<file path="config.mk">
export PLATFORM = sky130hd
export DESIGN_NAME = fetch_unit
export DESIGN_NICKNAME = d
export VERILOG_FILES = /design/src/rtl/fetch_pkg.sv /design/src/rtl/pc_incr.sv /design/src/rtl/fetch_unit.sv
export SDC_FILE = /design/constraint.sdc
export NUM_CORES = 1
export LEC_CHECK = 0
export BUFFER_PORTS_ARGS = -buffer_cell sky130_fd_sc_hd__buf_2
export CAP_MARGIN = 0
export CORE_AREA = 3 3 136 138
export CTS_BUF_LIST = sky130_fd_sc_hd__clkbuf_8
export CTS_CLUSTER_DIAMETER = 30
export DETAILED_ROUTE_END_ITERATION = 8
export DIE_AREA = 0 0 139 141
export PLACE_DENSITY = 0.87
export SLEW_MARGIN = 20
export SYNTH_ARGS = -nofsm -noshare
export SYNTH_HDL_FRONTEND = slang
export SYNTH_SLANG_ARGS = --single-unit
</file>
<file path="constraint.sdc">
create_clock -name clk -period 6.6 [get_ports clk]
set_clock_uncertainty 0.1 [all_clocks]
set_input_delay 1.32 -clock clk [delete_from_list [all_inputs] [get_ports clk]]
set_output_delay 1.32 -clock clk [all_outputs]
set_load 0.01 [all_outputs]
</file>
<file path="src/rtl/fetch_pkg.sv">
// Shared types and constants for the instruction fetch stage.
package fetch_pkg;

    typedef enum logic [1:0] {
        IDLE  = 2'd0,
        FETCH = 2'd1,
        HELD  = 2'd2,
        DRAIN = 2'd3
    } state_t;

    localparam logic [31:0] PC_INCR = 32'd4;
    localparam logic [31:0] NOP     = 32'h0000_0000;

    // Instruction addresses are word aligned; low bits of any source are dropped.
    function automatic logic [31:0] align_pc(input logic [31:0] addr);
        return addr & ~32'd3;
    endfunction

endpackage

</file>
<file path="src/rtl/pc_incr.sv">
// Sequential-PC adder: pc + 4, wrapping modulo 2^32.
module pc_incr
    import fetch_pkg::*;
(
    input  logic [31:0] pc,
    output logic [31:0] pc4
);

    assign pc4 = pc + PC_INCR;

endmodule

</file>
<file path="src/rtl/fetch_unit.sv">
// Instruction fetch stage: drives the memory request, picks the next PC and
// owns the IF/ID register, a one-word hold buffer and a pending-redirect target.
module fetch_unit
    import fetch_pkg::*;
#(
    parameter logic [31:0] RESET_PC = 32'h0000_0000
) (
    input  logic        clk,
    input  logic        reset,
    input  logic [31:0] pc_in,
    output logic [31:0] pc_next,
    output logic        imem_req,
    output logic [31:0] imem_addr,
    input  logic        imem_ack,
    input  logic [31:0] imem_rdata,
    input  logic        stall,
    input  logic        branch_taken,
    input  logic [31:0] branch_target,
    input  logic        jump,
    input  logic [31:0] jump_target,
    output logic        if_id_valid,
    output logic [31:0] if_id_instr,
    output logic [31:0] if_id_pc4
);

    state_t      state, state_nxt;
    logic [31:0] pc4;
    logic [31:0] pc_raw;
    logic        redirect;
    logic [31:0] redirect_target;

    logic [31:0] hold_instr, hold_pc4;
    logic [31:0] drain_target;

    logic        hold_load;
    logic        target_load;
    logic        if_id_load_mem;
    logic        if_id_load_hold;
    logic        if_id_clear;

    pc_incr u_pc_incr (
        .pc  (pc_in),
        .pc4 (pc4)
    );

    always_comb begin
        redirect        = branch_taken | jump;
        redirect_target = branch_taken ? branch_target : jump_target;

        state_nxt       = state;
        pc_raw          = pc_in;
        imem_req        = 1'b0;
        imem_addr       = pc_in;
        hold_load       = 1'b0;
        target_load     = 1'b0;
        if_id_load_mem  = 1'b0;
        if_id_load_hold = 1'b0;
        if_id_clear     = 1'b0;

        case (state)
            IDLE: begin
                state_nxt = FETCH;
                if (redirect) begin
                    pc_raw      = redirect_target;
                    if_id_clear = 1'b1;
                end
            end
            FETCH: begin
                imem_req = 1'b1;
                if (redirect) begin
                    if_id_clear = 1'b1;
                    if (imem_ack) begin
                        pc_raw = redirect_target;
                    end else begin
                        // Request still in flight: keep the address, remember where to go.
                        target_load = 1'b1;
                        state_nxt   = DRAIN;
                    end
                end else if (imem_ack) begin
                    if (!stall) begin
                        if_id_load_mem = 1'b1;
                        pc_raw         = pc4;
                    end else begin
                        hold_load = 1'b1;
                        state_nxt = HELD;
                    end
                end else if (!stall) begin
                    if_id_clear = 1'b1;
                end
            end
            HELD: begin
                if (redirect) begin
                    pc_raw      = redirect_target;
                    if_id_clear = 1'b1;
                    state_nxt   = FETCH;
                end else if (!stall) begin
                    if_id_load_hold = 1'b1;
                    pc_raw          = pc4;
                    state_nxt       = FETCH;
                end
            end
            DRAIN: begin
                imem_req    = 1'b1;
                if_id_clear = 1'b1;
                if (redirect) begin
                    target_load = 1'b1;
                end
                if (imem_ack) begin
                    pc_raw    = redirect ? redirect_target : drain_target;
                    state_nxt = FETCH;
                end
            end
            default: state_nxt = IDLE;
        endcase

        if (reset) begin
            pc_raw   = RESET_PC;
            imem_req = 1'b0;
        end

        pc_next = align_pc(pc_raw);
    end

    always_ff @(posedge clk) begin
        if (reset) begin
            state        <= IDLE;
            hold_instr   <= NOP;
            hold_pc4     <= 32'h0;
            drain_target <= 32'h0;
            if_id_valid  <= 1'b0;
            if_id_instr  <= NOP;
            if_id_pc4    <= 32'h0;
        end else begin
            state <= state_nxt;
            if (hold_load) begin
                hold_instr <= imem_rdata;
                hold_pc4   <= pc4;
            end
            if (target_load) begin
                drain_target <= redirect_target;
            end
            if (if_id_clear) begin
                if_id_valid <= 1'b0;
            end else if (if_id_load_mem) begin
                if_id_valid <= 1'b1;
                if_id_instr <= imem_rdata;
                if_id_pc4   <= pc4;
            end else if (if_id_load_hold) begin
                if_id_valid <= 1'b1;
                if_id_instr <= hold_instr;
                if_id_pc4   <= hold_pc4;
            end
        end
    end

endmodule

</file>
==> impl_metrics.tcl <==
set metrics [dict create \
    status "finished, final reports clean" \
    cts_root_buf "clkbuf_8" \
    gp_congestion 0.9839 \
    io_pins 264 \
    cpLargestDelayFamily "simple AND/OR/NAND/NOR gates" \
    r2r_end "if_id_pc4[20]" \
    tightest_slew_ns 1.122 \
    dp.cells 1732 \
    grt_pass1_wl_um 54230 \
    setup_ws_ns 1.332 \
    crit_path_end "pc_next[16]" \
    core_area_um2 17300 \
    dieArea_um2 19600 \
    ff2ff_path_depth 7 \
    tns_ns 0 \
    rsz0062_at_grt "false" \
    yosys-top-cells-count "nand2_1 (213), dfxtp_1 (161), nor2_1 (150)" \
    syn_to_final_growth_pct 12.49 \
    leakage_nw 4.199 \
    yosysUniqueCellTypes 83 \
    vdd_drop_max_v 0.0001290 \
    nFillCells 1514 \
    synth-simple-area-share_pct 25.46 \
    dp_slack_ns 1.452 \
    drt-total-wl_um 34860 \
    start_kind "input port" \
    gr-total-overflow 0 \
    post_drt_wl_per_cell_um 19.76 \
    die_w_um 139 \
    reg2reg_from "state[1]" \
    synth_compound_area_share_pct 29.91 \
    ys.flop_type "dfxtp_1" \
    grt_max_degree 82 \
    seq_area_um2 3224 \
    cts.sinks 161 \
    startpoint "pc_in[2]" \
    htreeDepth 4 \
    slowest_stage "or4_1" \
    clock.fmax_mhz 189.8 \
    multiInputGateArea_um2 6250 \
    die_y_um 141 \
    cts_resized 0 \
    antennaDiodeCount 0 \
    postCtsSetupBuffers 0 \
    end_kind "output pin" \
    finalSetupViolations 0 \
    finalCritPeriodShare_pct 79.81 \
    cts_hold_buffers 0 \
    viasPerCell 6.518 \
    yosys.area.top_type_share_pct 31.12 \
    start_util_pct 59.87 \
    path_depth 8 \
    dr.pass1.iters 6 \
    synth_top_cells_by_area "dfxtp_1 (31%), nand2_1 (7.7%), nor2_1 (5.4%)" \
    synthMuxAreaShare_pct 1.015 \
    path_clk_slew_ns 0.10 \
    crit_type "input port to output pin" \
    p_total_w 0.002204 \
    slew_headroom_pct 25.12 \
    grt.total_usage_pct 33.75 \
    syn_area_um2 10360 \
    cap_violations 0 \
    clock_path_buffers 2 \
    cp_data_arrival_time_ns 3.85 \
    syn-instance-count 1411 \
    cts_buffers 17 \
    placed_area_um2 11240 \
    cpPeakStageDelay_ns 0.61 \
    drt_iter0_drc 1615 \
    hp-class "register to register" \
    cp.required_ns 5.18 \
    fin_nets 1661 \
    postSynthAreaPerCell_um2 7.340 \
    num_rows 48 \
    drc 0 \
    period_needed_ns 5.268 \
    drv_slew 0 \
    p_per_area_nw_per_um2 189.2 \
    tritoncts "yes" \
    path_max_fanout 10 \
    antenna_found_initial 1 \
    synth_xor_area_share_pct 3.383 \
    async_flop_share_pct 0 \
    grt_pass1_vias 10320 \
    ys_seq_area_share_pct 31.12 \
    ant_nets 0 \
    synthAdderAreaFrac_pct 0.1208 \
    dp_hpwl_um 24030 \
    ys_warn_count 0 \
    yosys.area.top_type "dfxtp_1" \
    post-synth-top-count-cell "nand2_1" \
    synth_top_family_by_area "compound AO/OA/AOI/OAI gates" \
    drive_gt1_share_pct 23.07 \
    stdcell_area_um2 11650 \
    insertion_delay_ns 0.48 \
    path_common_cell "buf_2" \
    num_vias 11500 \
    timing.critical_path.buf_inv 2 \
    synth_edf_count 0 \
    regToRegSetupSlack_ns 3.03 \
    final_cells 1764 \
    ys_ff_latch 161 \
    hold_violations 0 \
    path_cells "buf_2 -> ha_1 -> nand4_1 -> or4_1 -> o21ai_0 -> nand3_1 -> a221oi_1 -> buf_2" \
    io_buffer_count 257 \
]
-- where the power goes --
part / leakage (nW) / total [W] / switching, W / internal (W)
clock network: 0.198 / 0.000729 / 0.000445 / 0.000285
logic: 2.69 / 0.000456 / 0.000296 / 0.000160
registers: 1.31 / 0.00102 / 0.0000197 / 0.000998
total: 4.20 / 0.00220 / 0.000761 / 0.00144
-- worst reg2reg max path, cell delays in order (launching register included) --
cell and delay [ns]:
dfxtp_1 0.93, buf_4 0.41, nand2b_1 0.48, a211o_1 0.42
buf_4 0.24, nor2_1 0.57, a22oi_1 0.13, a21oi_1 0.19
-- cell families (layout without fill, tap and decap cells) --
group                    Yosys count  after routing
multiplexers                      10             10
AO/OA/AOI/OAI                    449            449
other                              1              2
buffers and inverters            195            322
flip-flops                       161            161
AND/OR/NAND/NOR                  554            554
adder cells (fa/ha/maj)            1              1
XOR/XNOR                          40             40
-- registers in the layout, summed over array words and instances, names as in the netlist --
name	count
if_id_instr	32
state	2
if_id_pc4	32
hold_instr	32
drain_target	30
if_id_valid	1
hold_pc4	32
-- per-stage QoR --
step / util (%) / hold WS, ns
floorplan: - / 0.3366
CTS: 67.31 / 0.3553
detailed placement: 65.01 / 0.3411
global placement: 65.01 / 0.3356
global route: 67.35 / 0.3781
finish: 67.35 / 0.3519
-- layout by cell type, fill, tap and decap left out, types with 23 or more instances in the layout --
cell      count
buf_2       256
nand2_1     213
dfxtp_1     160
nor2_1      148
a21oi_1      93
o21ai_0      70
a211oi_1     52
a311oi_1     42
nor3_1       35
o22ai_1      29
xnor2_1      27
nand3_1      23
-- how the worst min path moves through the flow --
stage / start / to / slack [ns] / cells after the start
floorplan: hold_instr[0] / hold_instr[0] / 0.34 / 2
global placement: if_id_pc4[10] / if_id_pc4[10] / 0.34 / 2
detailed placement: if_id_pc4[9] / if_id_pc4[9] / 0.34 / 2
CTS: if_id_pc4[9] / if_id_pc4[9] / 0.36 / 2
global route: hold_instr[28] / hold_instr[28] / 0.38 / 2
finish: if_id_pc4[9] / if_id_pc4[9] / 0.35 / 2
-- cell type report --
type / count / share of cell area, %
clock inverters: 15 / 1.407
repair buffers: 276 / 12.39
flip-flops and latches: 161 / 27.68
inverters: 14 / 0.4511
multi-input cells: 1056 / 53.65
clock buffers: 17 / 2.008
well taps: 225 / 2.417
-- layer usage --
metal  GRT usage (%)  vias to the layer above  wire length, µm
met2           51.01                      808            15260
met4           15.55                        2             1446
li1                -                     5339                -
met1           45.68                     5232            13700
met3           8.243                      117             4437
met5               0                        -               19
No activity file was read; power rests on OpenSTA's default activity.
